===== src/rtl/alu_pipe.sv =====
// ============================================================================
// Module   : alu_pipe
// Brief    : Two-stage ARM-style data-processing ALU with NZCV flag register.
// Revision : 1.0
// ============================================================================
`default_nettype none

module alu_pipe #(
    parameter int WIDTH       = 32,
    parameter int FLAG_LD_PRI = 1
) (
    input  logic             nGCLK,
    input  logic             nRESET,
    input  logic             in_valid,
    output logic             in_ready,
    input  logic [3:0]       control,
    input  logic [WIDTH-1:0] op1,
    input  logic [WIDTH-1:0] op2,
    input  logic             shift_c,
    input  logic             set_flags,
    input  logic             flush,
    input  logic             flags_ld,
    input  logic [3:0]       flags_din,
    output logic             out_valid,
    input  logic             out_ready,
    output logic [WIDTH-1:0] result,
    output logic             result_we,
    output logic [3:0]       flags
);

    localparam logic [3:0] c_AND = 4'h0;
    localparam logic [3:0] c_EOR = 4'h1;
    localparam logic [3:0] c_SUB = 4'h2;
    localparam logic [3:0] c_RSB = 4'h3;
    localparam logic [3:0] c_ADD = 4'h4;
    localparam logic [3:0] c_ADC = 4'h5;
    localparam logic [3:0] c_SBC = 4'h6;
    localparam logic [3:0] c_RSC = 4'h7;
    localparam logic [3:0] c_TST = 4'h8;
    localparam logic [3:0] c_TEQ = 4'h9;
    localparam logic [3:0] c_CMP = 4'hA;
    localparam logic [3:0] c_CMN = 4'hB;
    localparam logic [3:0] c_ORR = 4'hC;
    localparam logic [3:0] c_MOV = 4'hD;
    localparam logic [3:0] c_BIC = 4'hE;
    localparam logic [3:0] c_MVN = 4'hF;

    // Stage A (input register)
    logic             a_valid_q, a_valid_d;
    logic [3:0]       a_ctrl_q,  a_ctrl_d;
    logic [WIDTH-1:0] a_op1_q,   a_op1_d;
    logic [WIDTH-1:0] a_op2_q,   a_op2_d;
    logic             a_shc_q,   a_shc_d;
    logic             a_s_q,     a_s_d;

    // Stage B (execute/output register) and flags
    logic             b_valid_q, b_valid_d;
    logic [WIDTH-1:0] result_q,  result_d;
    logic             we_q,      we_d;
    logic [3:0]       flags_q,   flags_d;

    logic             w_b_adv;
    logic             w_accept;
    logic             w_exec;
    logic             w_alu_wr;

    logic             w_is_arith;
    logic             w_inv_a;
    logic             w_inv_b;
    logic             w_cin;
    logic [WIDTH-1:0] w_add_a;
    logic [WIDTH-1:0] w_add_b;
    logic [WIDTH:0]   w_sum;
    logic [WIDTH-1:0] w_logic_res;
    logic [WIDTH-1:0] w_alu_res;
    logic             w_alu_we;
    logic [3:0]       w_alu_flags;

    // Execute datapath, operating on the contents of stage A
    always_comb begin
        w_inv_a    = (a_ctrl_q == c_RSB) || (a_ctrl_q == c_RSC);
        w_inv_b    = (a_ctrl_q == c_SUB) || (a_ctrl_q == c_SBC) || (a_ctrl_q == c_CMP);
        w_add_a    = w_inv_a ? ~a_op1_q : a_op1_q;
        w_add_b    = w_inv_b ? ~a_op2_q : a_op2_q;
        w_is_arith = 1'b0;
        w_cin      = 1'b0;
        unique case (a_ctrl_q)
            c_ADD, c_CMN:        begin w_is_arith = 1'b1; w_cin = 1'b0;       end
            c_SUB, c_RSB, c_CMP: begin w_is_arith = 1'b1; w_cin = 1'b1;       end
            c_ADC, c_SBC, c_RSC: begin w_is_arith = 1'b1; w_cin = flags_q[1]; end
            default:             begin w_is_arith = 1'b0; w_cin = 1'b0;       end
        endcase
        w_sum = {1'b0, w_add_a} + {1'b0, w_add_b} + {{WIDTH{1'b0}}, w_cin};

        unique case (a_ctrl_q)
            c_AND, c_TST: w_logic_res = a_op1_q & a_op2_q;
            c_EOR, c_TEQ: w_logic_res = a_op1_q ^ a_op2_q;
            c_ORR:        w_logic_res = a_op1_q | a_op2_q;
            c_MOV:        w_logic_res = a_op2_q;
            c_BIC:        w_logic_res = a_op1_q & ~a_op2_q;
            c_MVN:        w_logic_res = ~a_op2_q;
            default:      w_logic_res = '0;
        endcase

        w_alu_res      = w_is_arith ? w_sum[WIDTH-1:0] : w_logic_res;
        w_alu_we       = (a_ctrl_q[3:2] != 2'b10);
        w_alu_flags[3] = w_alu_res[WIDTH-1];
        w_alu_flags[2] = (w_alu_res == '0);
        w_alu_flags[1] = w_is_arith ? w_sum[WIDTH] : a_shc_q;
        w_alu_flags[0] = w_is_arith ? (w_add_a[WIDTH-1] ^ w_add_b[WIDTH-1] ^
                                       w_sum[WIDTH-1] ^ w_sum[WIDTH])
                                    : flags_q[0];
    end

    // Handshake and next-state; flush wins over acceptance and execution
    always_comb begin
        w_b_adv  = !b_valid_q || out_ready;
        in_ready = !a_valid_q || w_b_adv;
        w_accept = in_valid && in_ready;
        w_exec   = a_valid_q && w_b_adv && !flush;
        w_alu_wr = w_exec && a_s_q;

        a_valid_d = a_valid_q;
        a_ctrl_d  = a_ctrl_q;
        a_op1_d   = a_op1_q;
        a_op2_d   = a_op2_q;
        a_shc_d   = a_shc_q;
        a_s_d     = a_s_q;
        if (flush) begin
            a_valid_d = 1'b0;
        end else if (w_accept) begin
            a_valid_d = 1'b1;
            a_ctrl_d  = control;
            a_op1_d   = op1;
            a_op2_d   = op2;
            a_shc_d   = shift_c;
            a_s_d     = set_flags;
        end else if (w_b_adv) begin
            a_valid_d = 1'b0;
        end

        b_valid_d = b_valid_q;
        result_d  = result_q;
        we_d      = we_q;
        if (flush) begin
            b_valid_d = 1'b0;
        end else if (w_b_adv) begin
            b_valid_d = a_valid_q;
            if (a_valid_q) begin
                result_d = w_alu_res;
                we_d     = w_alu_we;
            end
        end

        flags_d = flags_q;
        if (w_alu_wr && flags_ld) begin
            flags_d = (FLAG_LD_PRI != 0) ? flags_din : w_alu_flags;
        end else if (w_alu_wr) begin
            flags_d = w_alu_flags;
        end else if (flags_ld) begin
            flags_d = flags_din;
        end
    end

    always_ff @(posedge nGCLK or negedge nRESET) begin
        if (!nRESET) begin
            a_valid_q <= 1'b0;
            a_ctrl_q  <= '0;
            a_op1_q   <= '0;
            a_op2_q   <= '0;
            a_shc_q   <= 1'b0;
            a_s_q     <= 1'b0;
            b_valid_q <= 1'b0;
            result_q  <= '0;
            we_q      <= 1'b0;
            flags_q   <= 4'b0000;
        end else begin
            a_valid_q <= a_valid_d;
            a_ctrl_q  <= a_ctrl_d;
            a_op1_q   <= a_op1_d;
            a_op2_q   <= a_op2_d;
            a_shc_q   <= a_shc_d;
            a_s_q     <= a_s_d;
            b_valid_q <= b_valid_d;
            result_q  <= result_d;
            we_q      <= we_d;
            flags_q   <= flags_d;
        end
    end

    assign out_valid = b_valid_q;
    assign result    = result_q;
    assign result_we = we_q;
    assign flags     = flags_q;

endmodule

`default_nettype wire


===== config.mk =====
export PLATFORM = sky130hd
export DESIGN_NAME = alu_pipe
export DESIGN_NICKNAME = d
export VERILOG_FILES = /design/src/rtl/alu_pipe.sv
export SDC_FILE = /design/constraint.sdc
export NUM_CORES = 1
export LEC_CHECK = 0
export CAP_MARGIN = 20
export CORE_MARGIN = 4
export CORE_UTILIZATION = 50
export CTS_CLUSTER_SIZE = 16
export DETAILED_ROUTE_END_ITERATION = 10
export PLACE_DENSITY = 0.76
export SKIP_CTS_REPAIR_TIMING = 1
export SYNTH_ARGS = -nofsm -noshare
export SYNTH_HDL_FRONTEND = slang
export SYNTH_SLANG_ARGS = --single-unit

===== constraint.sdc =====
create_clock -name nGCLK -period 4.55 [get_ports nGCLK]
set_input_delay 0.91 -clock nGCLK [delete_from_list [all_inputs] [get_ports nGCLK]]
set_output_delay 0.91 -clock nGCLK [all_outputs]
set_load 0.01 [all_outputs]

==> results of run 1 <==
## state kept, by name, summed over array words and instances, names as in the netlist
register	cells
a_op1_q	32
a_shc_q	1
out_valid	1
result_we	1
a_s_q	1
a_ctrl_q	4
a_valid_q	1
a_op2_q	32
result	32
flags	4
## worst max-delay path, delay by kind of cell, from the launching register on
kind,cells,cell delay [ns]
adder cells (fa/ha/maj),1,0.46
flip-flops,1,0.52
AO/OA/AOI/OAI,3,0.72
buffers and inverters,1,0.30
XOR/XNOR,1,0.23
AND/OR/NAND/NOR,8,1.80
## power by group
part	internal (W)	switching [W]	leakage, nW
Sequential	0.00121	0.000249	1.30
Clock	0.000458	0.000377	0.148
Combinational	0.00153	0.00204	3.18
Total	0.00320	0.00266	4.64
## final cells by class
cell class              count  share of cell area (%)
repair buffers            141                   12.61
multi-input cells         795                   53.98
flip-flops and latches    109                   25.23
clock inverters             5                  0.5437
inverters                  76                   2.649
well taps                 229                   2.649
clock buffers              11                   2.337
## placed cells by master (no fill, tap or decap), drive strengths merged, types with 5 or more instances in the layout
master,count
nand2,121
clkdlybuf4s50,117
dfrtp,109
mux2,76
inv,75
a21oi,69
xnor2,64
ha,63
o21ai,63
nor2,53
nand3,27
buf,24
xor2,17
a211oi,16
o211ai,16
nand4,15
nor3,14
a31oi,12
mux2i,12
nor2b,11
clkbuf,11
o32ai,10
a22oi,8
a21o,8
and3,7
o21a,6
o22ai,6
or3,6
a32oi,6
or2,5
nor3b,5
## metrics by stage
step / power, W / instance area, sq um
floorplan: 0.003804 / 9151
global placement: 0.004925 / 10500
detailed placement: 0.004956 / 10500
CTS: 0.005804 / 10810
global route: 0.006264 / 10820
finish: 0.005859 / 10820
## worst max path at each step
| stage | to | slack [ns] | start |
|---|---|---|---|
| finish | flags[2]$_DFFE_PN0P_ | 0.43 | a_ctrl_q[3]$_DFFE_PN0P_ |
| floorplan | flags[2]$_DFFE_PN0P_ | 0.13 | a_ctrl_q[3]$_DFFE_PN0P_ |
| global route | flags[2]$_DFFE_PN0P_ | 0.08 | a_ctrl_q[0]$_DFFE_PN0P_ |
| detailed placement | flags[2]$_DFFE_PN0P_ | 0.36 | a_ctrl_q[3]$_DFFE_PN0P_ |
| global placement | flags[2]$_DFFE_PN0P_ | 0.48 | a_ctrl_q[3]$_DFFE_PN0P_ |
| CTS | flags[2]$_DFFE_PN0P_ | 0.30 | a_ctrl_q[3]$_DFFE_PN0P_ |
## metal layers
metal  track usage, %  vias up  share of wire [%]
li1                 -     3913                  -
met1            40.08     3972                 45
met2            38.45      425                 43
met3            5.291       45                 10
met4            6.987        2                2.0
met5                0        -              0.026
## cell families (layout without fill, tap and decap cells)
logic type,after synthesis,count (layout),synth area share [%]
AOI/OAI and AO/OA,276,276,21.17
xor gates and xnor gates,81,81,7.752
adders and majority gates,65,65,9.051
buffers and inverters,140,233,6.563
DFF,109,109,29.81
muxes,88,88,10.66
and+or+nand+nor,285,285,15.00
==> impl_metrics.toml, run 1 <==
[synth]
syn_inst = 1044
yosysWarnings = 0
avgSynthCellArea_sq_um = 8.766
ys_types = 97
yosysMostFrequentCell = "nand2_1"
synthArstFlopShare_pct = 100.0
netlist_area_sq_um = 9151
ys_seq_elements = 109
yosys.area.top_type = "dfrtp_1"
synth_common_cells = "nand2_1 (120), dfrtp_1 (109), inv_1 (75), mux2_2 (75), xnor2_1 (64)"
synth_top_area_share_pct = 29.81
synth.area.top_cells = "dfrtp_1 (30%), mux2_2 (9.2%), ha_1 (8.6%), xnor2_1 (6.1%), nand2_1 (4.9%)"
synth-edff-count = 0
syn_nets = 1189
ys_seq_area_share_pct = 29.81
ys.flop_type = "dfrtp_1"

[die]
row_count = 49
dieArea_sq_um = 20530
fp.dieH_um = 143.3
start_util_pct = 50.94
fp.coreArea_sq_um = 17960
die_w_um = 143.3
ios = 119

[worst_setup_path]
critPathMaxFanout = 31
worstSetupPathType = "reg2reg"
cp_cell_sequence = "or2_2 > buf_4 > xnor2_1 > fa_1 > a211oi_2 > o211ai_2 > nand3_1 > nor3b_2 > a2111oi_0 > nor3b_1 > nand3_1 > nor4_2 > nand4_1 > nand2_1"
worst_ep_required_time_ns = 4.85
end_kind = "flip-flop"
rrSetupSlack_ns = 0.43
slowest_stage = "dfrtp_2"
critPathMaxStageDelay_ns = 0.52
rr_worst_depth = 14
cpMostUsedCell = "nand3_1"
worstPathArrival_ns = 4.41
timing.rr.end = "flags[2]$_DFFE_PN0P_"
start_kind = "flip-flop"
crit-reg2reg-launch = "a_ctrl_q[3]$_DFFE_PN0P_"

[final_layout]
seqCellArea_sq_um = 2729
fin_nets = 1277
drive_above_1_share_pct = 13.90
finalNonFillerCells = 1366
fill_cells = 1585
area_growth_pct = 18.18
finalCoreUtilization_pct = 60.21
num_antenna_cells = 0
multi_input_area_sq_um = 5838

[routing]
drt-vias-per-instance = 6.118
drt_iter0_markers = 855
drc = 0
avgRoutedWirePerCell_um = 19.83
postRouteWirelength_um = 27090
dr.pass1.iters = 5
vias = 8357
drtAntennaViolNets = 0

[timing]
tns_ns = 0
skew_ns = 0.008215
finalWorstSetupSlack_ns = 0.4330
final-max-slew-violation-count = 0
slew_headroom_pct = 32.47
period_share_pct = 90.48
finalSetupViolCount = 0
holdWs_ns = 0.4491
grt_setup_unrepaired = "no"
post-route-min-period_ns = 4.117
hold_violations = 0
worst_slew_pin_slew_ns = 1.009
fmax_ghz = 0.2429

[clocking]
clk_latency_ns = 0.36
cts_made_buffers = 9
ctsLongestPathBuffers = 2
h-tree-depth = 3
cts.sinks = 109
clk_pin_slew_ns = 0.07
clock-root-buffer = "clkbuf_16"
cts_tree = "built"

[grt]
antenna_found_initial = 1
grt_max_degree = 71
grt-ovfl-total = 0
grt_pass1_wl_um = 42540
grt_pass1_vias = 7527
track_usage_pct = 26.44

[run_status]
status = "finished, final reports clean"

[placement]
dp_hpwl_um = 20610
place.gp.congestion = 0.9650
placed_cells = 1350
portBuffers = 118
dp_slack_ns = 0.3593

[power_and_ir_drop]
power.density_nw_per_um2 = 541.7
ir_drop_mv = 0.3115
leakagePower_nw = 4.635

[min_path]
hp-class = "in2async"

[job]
drv_cap = 0
Note: power is estimated with default switching activity, not from simulation.
==> inputs of run 2 (changes only) <==
SLEW_MARGIN = 20   (was default)
==> results of run 2 <==
Final layout, timing and power as in run 1 (identical DEF).
